### config.mk
export PLATFORM = sky130hd
export DESIGN_NAME = uart_tx
export DESIGN_NICKNAME = d
export VERILOG_FILES = /design/src/rtl/uart_pkg.sv /design/src/rtl/uart_baud_cnt.sv /design/src/rtl/uart_tx.sv
export SDC_FILE = /design/constraint.sdc
export NUM_CORES = 1
export LEC_CHECK = 0
export CORE_UTILIZATION = 40
export CTS_BUF_LIST = sky130_fd_sc_hd__clkbuf_8
export DETAILED_ROUTE_END_ITERATION = 8
export GPL_TIMING_DRIVEN = 0
export PLACE_DENSITY = 0.61
export SLEW_MARGIN = 20
export SYNTH_ARGS = -nofsm -noshare
export SYNTH_HDL_FRONTEND = slang
export SYNTH_SLANG_ARGS = --single-unit
### constraint.sdc
create_clock -name clk_i -period 9.16 [get_ports clk_i]
set_clock_uncertainty 0.15 [all_clocks]
set_input_delay 0.916 -clock clk_i [delete_from_list [all_inputs] [get_ports clk_i]]
set_output_delay 0.916 -clock clk_i [all_outputs]
set_load 0.1 [all_outputs]
### src/rtl/uart_pkg.sv
// Shared UART definitions: frame geometry, parity modes and transmitter states.
package uart_pkg;

    localparam int DATA_BITS = 8;
    localparam int BAUD_W    = 16;

    localparam int PAR_NONE = 0;
    localparam int PAR_EVEN = 1;
    localparam int PAR_ODD  = 2;

    typedef enum logic [2:0] {
        IDLE,
        START,
        DATA,
        PARITY,
        STOP
    } tx_state_t;

    function automatic logic parity_bit(input logic [DATA_BITS-1:0] data, input int mode);
        return (mode == PAR_ODD) ? ~^data : ^data;
    endfunction

endpackage

### src/rtl/uart_baud_cnt.sv
// Loadable bit timer: counts 0..B-1 and flags the last cycle of each bit; div of 0 acts as 1.
module uart_baud_cnt
    import uart_pkg::*;
(
    input  logic              clk_i,
    input  logic              rst_i,
    input  logic              clear,
    input  logic [BAUD_W-1:0] div,
    output logic              bit_end
);

    logic [BAUD_W-1:0] timer;
    logic [BAUD_W-1:0] last;

    assign last    = (div == '0) ? '0 : div - BAUD_W'(1);
    assign bit_end = (timer == last);

    always_ff @(posedge clk_i) begin
        if (rst_i || clear) begin
            timer <= '0;
        end else if (bit_end) begin
            timer <= '0;
        end else begin
            timer <= timer + BAUD_W'(1);
        end
    end

endmodule

### src/rtl/uart_tx.sv
// UART transmitter: start bit, 8 data bits LSB first, optional parity, 1 or 2 stop bits.
module uart_tx
    import uart_pkg::*;
#(
    parameter int PARITY = PAR_NONE
) (
    input  logic                 clk_i,
    input  logic                 rst_i,
    input  logic [BAUD_W-1:0]    baud_div,
    input  logic                 two_stop_i,
    input  logic [DATA_BITS-1:0] din_i,
    input  logic                 tx_start_i,
    output logic                 tx_ready_o,
    output logic                 tx_o,
    output logic                 tx_busy_o,
    output logic                 tx_done_tick_o
);

    tx_state_t            state;
    tx_state_t            state_next;
    logic [DATA_BITS-1:0] shreg;
    logic [DATA_BITS-1:0] shreg_next;
    logic [2:0]           bit_cnt;
    logic                 stop_cnt;
    logic                 two_stop_q;
    logic                 par_q;
    logic [BAUD_W-1:0]    div_q;
    logic                 bit_end;
    logic                 last_stop;
    logic                 accept;
    logic                 tx_next;

    uart_baud_cnt u_baud (
        .clk_i   (clk_i),
        .rst_i   (rst_i),
        .clear   (state == IDLE),
        .div     (div_q),
        .bit_end (bit_end)
    );

    always_ff @(posedge clk_i) begin
        if (rst_i) begin
            state <= IDLE;
        end else begin
            state <= state_next;
        end
    end

    always_comb begin
        state_next = state;
        case (state)
            IDLE:  if (accept) state_next = START;
            START: if (bit_end) state_next = DATA;
            DATA: begin
                if (bit_end && bit_cnt == 3'd7) begin
                    state_next = (PARITY != PAR_NONE) ? uart_pkg::PARITY : STOP;
                end
            end
            uart_pkg::PARITY: if (bit_end) state_next = STOP;
            STOP: begin
                if (last_stop) state_next = accept ? START : IDLE;
            end
            default: state_next = IDLE;
        endcase
    end

    always_comb begin
        last_stop      = (state == STOP) && bit_end && (!two_stop_q || stop_cnt);
        tx_ready_o     = (state == IDLE) || last_stop;
        accept         = tx_start_i && tx_ready_o;
        tx_busy_o      = (state != IDLE);
        tx_done_tick_o = last_stop;
    end

    // tx_o is registered, so its next value is derived from the next state and next shift contents.
    always_comb begin
        shreg_next = shreg;
        if (accept) begin
            shreg_next = din_i;
        end else if (state == DATA && bit_end) begin
            shreg_next = shreg >> 1;
        end
        case (state_next)
            IDLE:             tx_next = 1'b1;
            START:            tx_next = 1'b0;
            DATA:             tx_next = shreg_next[0];
            uart_pkg::PARITY: tx_next = par_q;
            default:          tx_next = 1'b1;
        endcase
    end

    always_ff @(posedge clk_i) begin
        if (rst_i) begin
            shreg      <= '0;
            bit_cnt    <= '0;
            stop_cnt   <= 1'b0;
            two_stop_q <= 1'b0;
            par_q      <= 1'b0;
            div_q      <= '0;
            tx_o       <= 1'b1;
        end else begin
            shreg <= shreg_next;
            tx_o  <= tx_next;
            if (accept) begin
                bit_cnt    <= '0;
                stop_cnt   <= 1'b0;
                two_stop_q <= two_stop_i;
                par_q      <= parity_bit(din_i, PARITY);
                div_q      <= baud_div;
            end else begin
                if (state == DATA && bit_end) bit_cnt <= bit_cnt + 3'd1;
                if (state == STOP && bit_end) stop_cnt <= 1'b1;
            end
        end
    end

endmodule

==> results of run 1 <==
## cell usage after synthesis, types with 3 or more instances
library cell               number  area, um2
sky130_fd_sc_hd__nor2_1        59        221
sky130_fd_sc_hd__dfxtp_1       50       1000
sky130_fd_sc_hd__mux2i_1       30        300
sky130_fd_sc_hd__xnor2_1       20        175
sky130_fd_sc_hd__xor2_1        16        140
sky130_fd_sc_hd__clkbuf_1      13       48.8
sky130_fd_sc_hd__nand2_1       12       45.0
sky130_fd_sc_hd__nand3_1       12       60.1
sky130_fd_sc_hd__and3_1        10       62.6
sky130_fd_sc_hd__inv_1          9       33.8
sky130_fd_sc_hd__nor4_1         9       56.3
sky130_fd_sc_hd__a21oi_1        8       40.0
sky130_fd_sc_hd__o21ai_0        8       40.0
sky130_fd_sc_hd__or3_1          7       43.8
sky130_fd_sc_hd__a211oi_2       6       75.1
sky130_fd_sc_hd__buf_2          6       30.0
sky130_fd_sc_hd__nand2b_1       6       37.5
sky130_fd_sc_hd__nand4_1        6       37.5
sky130_fd_sc_hd__nor2b_1        6       37.5
sky130_fd_sc_hd__nor3_1         6       30.0
sky130_fd_sc_hd__or4_1          6       45.0
sky130_fd_sc_hd__ha_1           4       50.1
sky130_fd_sc_hd__o31ai_1        4       30.0
sky130_fd_sc_hd__a211oi_1       3       22.5
sky130_fd_sc_hd__and2_1         3       18.8
sky130_fd_sc_hd__buf_6          3       33.8
## power by group through the flow
stage / logic, uW / registers, uW / clock network, uW
2_1_floorplan: 111 / 242 / 0
3_3_place_gp: 149 / 242 / 0
3_5_place_dp: 150 / 242 / 0
4_1_cts: 151 / 237 / 170
5_1_grt: 168 / 239 / 180
6_report: 152 / 237 / 165
## area by class of cell
cell class                 count  area (um2)  share of cell area [%]
sequential                    50        1000                    27.3
inverter                       9        33.8                   0.921
multi-input combinational    282        1960                    53.5
buffer                        23         120                    3.27
clock buffer                   5        68.8                    1.88
timing repair buffer          31         310                    8.46
clock inverter                 3        48.8                    1.33
tap                           99         124                    3.38
## kinds of logic after synthesis
family                     count (synthesis)  share of synthesized area [%]
and+or+nand+nor                          155                           26.5
adders and majority gates                  4                           1.61
muxes                                     31                           10.0
AOI/OAI and AO/OA                         55                           14.0
DFF                                       50                           32.1
xor gates and xnor gates                  37                           10.8
buffers and inverters                     32                           4.94
## worst max-delay path, delay by kind of cell (launching register included)
family	cells	cell delay [ns]
and+or+nand+nor	5	2.02
buffers and inverters	3	1.56
AOI/OAI and AO/OA	3	0.55
DFF	1	0.31
## worst max path at each step
stage | endpoint | slack [ns] | depth (start not counted)
after floorplan | tx_ready_o | 3.21 | 11
after CTS | tx_ready_o | 3.36 | 11
after global routing | tx_ready_o | 3.01 | 11
after detailed placement | tx_ready_o | 3.69 | 11
final | tx_ready_o | 3.34 | 11
after global placement | tx_ready_o | 3.70 | 11
## layer usage
layer / GRT usage, % / up-vias / wire [um]
met5: 0 / - / 0
met4: 6.85 / 0 / 175
met3: 3.20 / 14 / 349
met2: 27.4 / 62 / 3030
met1: 28.3 / 1284 / 3660
li1: - / 1384 / -
## metrics by stage
stage | setup WS (ns) | cells
4_1_cts | 3.36 | 502
3_5_place_dp | 3.69 | 494
5_1_grt | 3.01 | 502
2_1_floorplan | 3.21 | 364
3_3_place_gp | 3.70 | 494
6_report | 3.34 | 502
## cell usage in the layout (no fill, tap or decap), types with 2 or more instances in the layout
cell and count:
sky130_fd_sc_hd__nand4_1 6, sky130_fd_sc_hd__buf_6 3, sky130_fd_sc_hd__mux2i_1 30, sky130_fd_sc_hd__o221ai_1 2, sky130_fd_sc_hd__or4_1 6, sky130_fd_sc_hd__nor4_1 9
sky130_fd_sc_hd__nor3_1 6, sky130_fd_sc_hd__xnor2_1 20, sky130_fd_sc_hd__a21o_1 2, sky130_fd_sc_hd__a211oi_1 3, sky130_fd_sc_hd__nand2_1 12, sky130_fd_sc_hd__clkbuf_1 13
sky130_fd_sc_hd__dfxtp_1 50, sky130_fd_sc_hd__inv_1 9, sky130_fd_sc_hd__and2_1 3, sky130_fd_sc_hd__or3_1 7, sky130_fd_sc_hd__o21ai_0 8, sky130_fd_sc_hd__nor2_1 59
sky130_fd_sc_hd__nand3b_1 2, sky130_fd_sc_hd__a31oi_1 2, sky130_fd_sc_hd__a211oi_2 6, sky130_fd_sc_hd__o41a_1 2, sky130_fd_sc_hd__nand2b_1 6, sky130_fd_sc_hd__a211o_1 2
sky130_fd_sc_hd__ha_1 4, sky130_fd_sc_hd__o31ai_1 4, sky130_fd_sc_hd__xor2_1 16, sky130_fd_sc_hd__nand3_1 12, sky130_fd_sc_hd__buf_2 6, sky130_fd_sc_hd__a21oi_1 8
sky130_fd_sc_hd__and3_1 10, sky130_fd_sc_hd__nor2b_1 6, sky130_fd_sc_hd__clkdlybuf4s50_1 31, sky130_fd_sc_hd__nor3b_1 2, sky130_fd_sc_hd__clkbuf_8 5
## sequential cells by signal, indices dropped and copies added (netlist names)
name,cells
bit_cnt,3
shreg,8
div_q,16
state,3
par_q,1
u_baud.timer,16
two_stop_q,1
tx_o,1
stop_cnt,1
==> summary.txt, run 1 <==
Critical path
  – Worst setup path startpoint: div_q[7]
  – Register-to-register path setup slack: 5.11 ns
  – Data required time of the worst path: 8.09 ns
  – Worst path slowest cell: sky130_fd_sc_hd__clkdlybuf4s50_1
  – Capturing point of the worst reg2reg path: div_q[4]
  – Worst-path cell chain: clkbuf_1, nor4_1, nand4_1, o21ai_0, a22oi_1, nor4_2, nand4b_2, buf_6, nand2b_1, o21ai_0, clkdlybuf4s50_1
  – Reg-to-reg startpoint: div_q[7]
  – CP Capture Type: output port
  – Arrival time at the worst endpoint: 4.76 ns
  – Type of the worst setup path: reg2out
  – CP startpoint kind: flop
  – Highest cell delay on the worst timing path: 1.16 ns
  – Cell repeated most along the worst path: sky130_fd_sc_hd__o21ai_0
  – Reg2Reg Depth: 12
  – Largest fanout of any net on the critical path: 10

Clock tree
  – CTS buffer count: 5
  – Cell at the root of the clock tree: sky130_fd_sc_hd__clkbuf_8
  – CTS Hold Buffers Added: 0
  – Post-CTS repair timing setup buffer count: 0
  – Number of buffers between clock root and the deepest sink: 2
  – Clk Latency, worst-skew pair: 0.32 ns
  – H-Tree Level Count: 2
  – CTS tree: done
  – CTS clk-pin slew, worst paths: 0.10 ns
  – # clock sinks: 50
  – Post-cts repair resize count: 0

Floorplan
  – Area of the die: 8150 um2
  – Starting Density: 42.1%
  – DIE WIDTH: 90.3 um
  – I/O pin count: 32
  – Core footprint: 7410 um2
  – Std cell rows: 31
  – Die Height: 90.3 um

Pwr
  – Net switching power: 176 uW
  – Clock Power Share: 29.8%
  – Internal power consumption: 379 uW
  – Lkg Pwr: 0.00142 uW
  – Areal power density over the cells: 151 nW/um2
  – Seq pwr share: 42.8%
  – Max VDD drop: 59.7 uV
  – Power consumption: 554 uW
  – Power share of the combinational group: 27.4%
  – Switching part of the total: 31.7%

Route
  – Iter 0 DRT Violations: 188
  – First-pass DRT Iterations: 4
  – DR DRC count: 0
  – Detailed-route via count: 2744
  – Number of routed nets with antenna violations: 0
  – Ratio of routed vias to standard cells: 5.47
  – Routed length per placed instance: 14.4 um
  – Routed wire length: 7210 um

Worst hold path
  – Number of instances on the worst hold path: 2
  – Hold wc startpoint: stop_cnt
  – Path category of the worst min-delay check: reg2reg
  – Endpoint of the worst hold-timing path: stop_cnt

Layout
  – Final core occ: 49.5%
  – Number of diodes: 0
  – FILL cells: 707
  – Share of post-route cells with drive strength above 1: 8.19%
  – Area grow syn2layout: 17.7%
  – Post-route cell area: 3670 um2
  – Net count, final: 434

Synth
  – Post-Synthesis Mean Instance Area: 8.56 um2
  – Number of standard cells after synthesis: 364
  – Flop and latch count out of synthesis: 50
  – Part of the Yosys area used for sequential elements: 32.1%
  – YS warnings: 0
  – Number of enable flip-flop cells after synthesis: 0
  – Count of unique library cells instantiated by Yosys: 61
  – Primary flip-flop cell chosen by synthesis mapping: sky130_fd_sc_hd__dfxtp_1
  – Synthesized area: 3120 um2
  – Syn Nets: 396
  – Share of synthesized flip-flops with an asynchronous set or reset: 0%

Placed design
  – Total cell area at the placement stage: 3550 um2
  – Port Buf Inserts: 31
  – HPWL after detailed placement: 5500 um
  – Routability-driven placement congestion ratio: 0.874

Global route
  – Vias in the first global route: 2570
  – Congestion Overflow GR: 0
  – Total track usage: 19.1%
  – Number of antenna violations at the first check in global routing: 0
  – First-pass GRT wire length: 12700 um
  – Largest net degree at the start of global routing: 18

Flow run
  – Max-cap violation count: 0

Outcome
  – Result of the run: finished, final reports clean

Timing
  – Final Hold Fails: 0
  – Slew Limit Fails: 0
  – Final Hold Slack: 0.334 ns
  – Unrepaired setup endpoints after global routing: no
  – Relative slew slack: 35.5%
  – Setup TNS: 0 ns
  – Maximum clock frequency: 0.172 GHz
  – Total of endpoints with negative setup slack in the final report: 0
  – Final Critical Period: 5.82 ns
  – Actual slew at the worst max-slew pin: 0.964 ns
  – Share of the clock period used by the worst path: 63.6%
Power figures use the tool's default switching activity.
==> run 2: changes to the inputs <==
- PLACE_DENSITY: 0.61 -> 0.63
- clock period: 9.16 -> 4.7 ns (I/O delays scaled with it)
==> run 2 against run 1 <==
Non-clock buffer count stayed put. Cell area fell by 0.44%. Hold slack worse by 0.0038 ns. Sequential power up 95%. Critical path type unchanged. Critical endpoint unchanged.
==> summary.txt, run 2 (synthesis results as in run 1) <==
Layout
  – Net count, final: 434
  – Number of diodes: 0
  – Storage cell area: 1000 um2
  – Most common cell after layout, fill and taps aside: sky130_fd_sc_hd__nor2_1
  – Area occupied by multi-input gates: 1980 um2
  – Top library cells by usage in the layout, fill and taps aside: 59 x sky130_fd_sc_hd__nor2_1, 50 x sky130_fd_sc_hd__dfxtp_1, 30 x sky130_fd_sc_hd__mux2i_1
  – FILL cells: 755
  – Non-filler cells in the finished layout: 502
  – Area grow syn2layout: 17.2%
  – Share of post-route cells with drive strength above 1: 9.43%
  – Leading registers by flop count: div_q x16, u_baud.timer x16, shreg x8

Route
  – First-pass DRT Iterations: 4
  – DR DRC count: 0
  – Ratio of routed vias to standard cells: 5.49
  – Routed wire length: 7360 um
  – Number of routed nets with antenna violations: 0
  – Detailed-route via count: 2754
  – Iter 0 DRT Violations: 218
  – Routed length per placed instance: 14.7 um

Timing
  – Setup TNS: 0 ns
  – Share of the clock period used by the worst path: 95.6%
  – Final Hold Fails: 0
  – Unrepaired setup endpoints after global routing: no
  – Final Critical Period: 4.49 ns
  – Maximum clock frequency: 0.223 GHz
  – Slew Limit Fails: 0
  – Actual slew at the worst max-slew pin: 0.964 ns
  – Total of endpoints with negative setup slack in the final report: 0
  – Relative slew slack: 35.6%

Critical path
  – CP startpoint kind: flop
  – Arrival time at the worst endpoint: 3.87 ns
  – Largest fanout of any net on the critical path: 10
  – Worst-path cell chain: clkbuf_1, or4_1, o41a_1, a311o_1, a32o_2, nor4_4, nand4b_2, buf_6, nand2b_1, o21ai_2, buf_2
  – Worst path slowest cell: sky130_fd_sc_hd__or4_1
  – CP Capture Type: output port
  – Data required time of the worst path: 4.08 ns
  – Highest cell delay on the worst timing path: 0.64 ns
  – Type of the worst setup path: reg2out

Placed design
  – Port Buf Inserts: 31
  – Placed Cells: 494
  – Routability-driven placement congestion ratio: 0.941
  – HPWL after detailed placement: 5590 um

Pwr
  – Switching part of the total: 32.2%
  – Power share of the combinational group: 29.2%
  – Max VDD drop: 115 uV
  – Lkg Pwr: 0.00142 uW
  – Internal power consumption: 694 uW
  – Seq pwr share: 45.3%
  – Areal power density over the cells: 280 nW/um2
  – Clock Power Share: 25.5%
  – Net switching power: 329 uW
  – Power consumption: 1020 uW

Worst hold path
  – Path category of the worst min-delay check: reg2reg

Floorplan
  – Std cell rows: 31
  – Starting Density: 42.1%
  – I/O pin count: 32
  – Area of the die: 8150 um2
  – Die Height: 90.3 um
  – Core footprint: 7410 um2
  – DIE WIDTH: 90.3 um

Global route
  – Largest net degree at the start of global routing: 16
  – Number of antenna violations at the first check in global routing: 0
  – Congestion Overflow GR: 0
  – First-pass GRT wire length: 12800 um
  – Vias in the first global route: 2666
  – Total track usage: 19.2%

Flow run
  – Max-cap violation count: 0

Clock tree
  – Cell at the root of the clock tree: sky130_fd_sc_hd__clkbuf_8
  – CTS clk-pin slew, worst paths: 0.09 ns
  – # clock sinks: 50
  – CTS buffer count: 5
  – H-Tree Level Count: 2
  – Number of buffers between clock root and the deepest sink: 2
  – Post-CTS repair timing setup buffer count: 0
  – Clk Latency, worst-skew pair: 0.30 ns
  – CTS tree: done

Outcome
  – Result of the run: finished, final reports clean
[run 2: power groups by stage]
stage	clock [uW]	combinational [uW]	sequential [uW]
2_1_floorplan	0	217	471
3_3_place_gp	0	291	471
3_5_place_dp	0	295	472
4_1_cts	270	297	463
5_1_grt	286	329	467
6_report	261	299	463
[run 2: final timing paths]
path              startpoint          to  slack [ns]  cells past startpoint
hold / removal      stop_cnt    stop_cnt        0.33                      2
setup / recovery    div_q[7]  tx_ready_o        0.21                     11
hold reg to reg     stop_cnt    stop_cnt        0.33                      2
setup reg to reg    div_q[0]    div_q[6]        0.73                     14
[run 2: layer usage]
metal / vias to the layer above / track usage, % / routed length, um
met4: 0 / 6.85 / 127
met3: 10 / 2.86 / 324
met1: 1300 / 26.8 / 3710
met5: - / 0 / 0
li1: 1376 / - / -
met2: 68 / 30.0 / 3200
[run 2: area by class of cell]
cell class | count | share of cell area (%)
Inverter | 9 | 0.925
Sequential cell | 50 | 27.4
Buffer | 23 | 3.29
Clock buffer | 6 | 2.26
Multi-Input combinational cell | 282 | 54.2
Timing Repair Buffer | 31 | 8.22
Clock inverter | 2 | 0.343
Tap cell | 99 | 3.39
[run 2: per-stage QoR]
step	setup WS (ns)	cell area [um2]	hold slack (ns)	utilization [%]
after floorplan	0.480	3120	0.278	-
after global placement	-0.159	3550	0.304	48.0
after detailed placement	-0.245	3550	0.321	48.0
after CTS	0.0851	3660	0.343	49.4
after global routing	0.00725	3650	0.374	49.3
final	0.207	3650	0.330	49.3
[run 2: timing repair]
action / 4_1_cts / 5_1_grt
cloned: 0 / 0
resized for setup: 7 / 5
endpoints found under the setup margin: 2 / 2
pin swaps: 0 / 1
hold buffers: 0 / 0
[run 2: worst max-delay path: cells and delay by family (launching register included)]
kind	cells	cell delay, ns
AND/OR/NAND/NOR	4	1.28
AO/OA/AOI/OAI	4	1.11
buffers and inverters	3	0.85
flip-flops	1	0.31
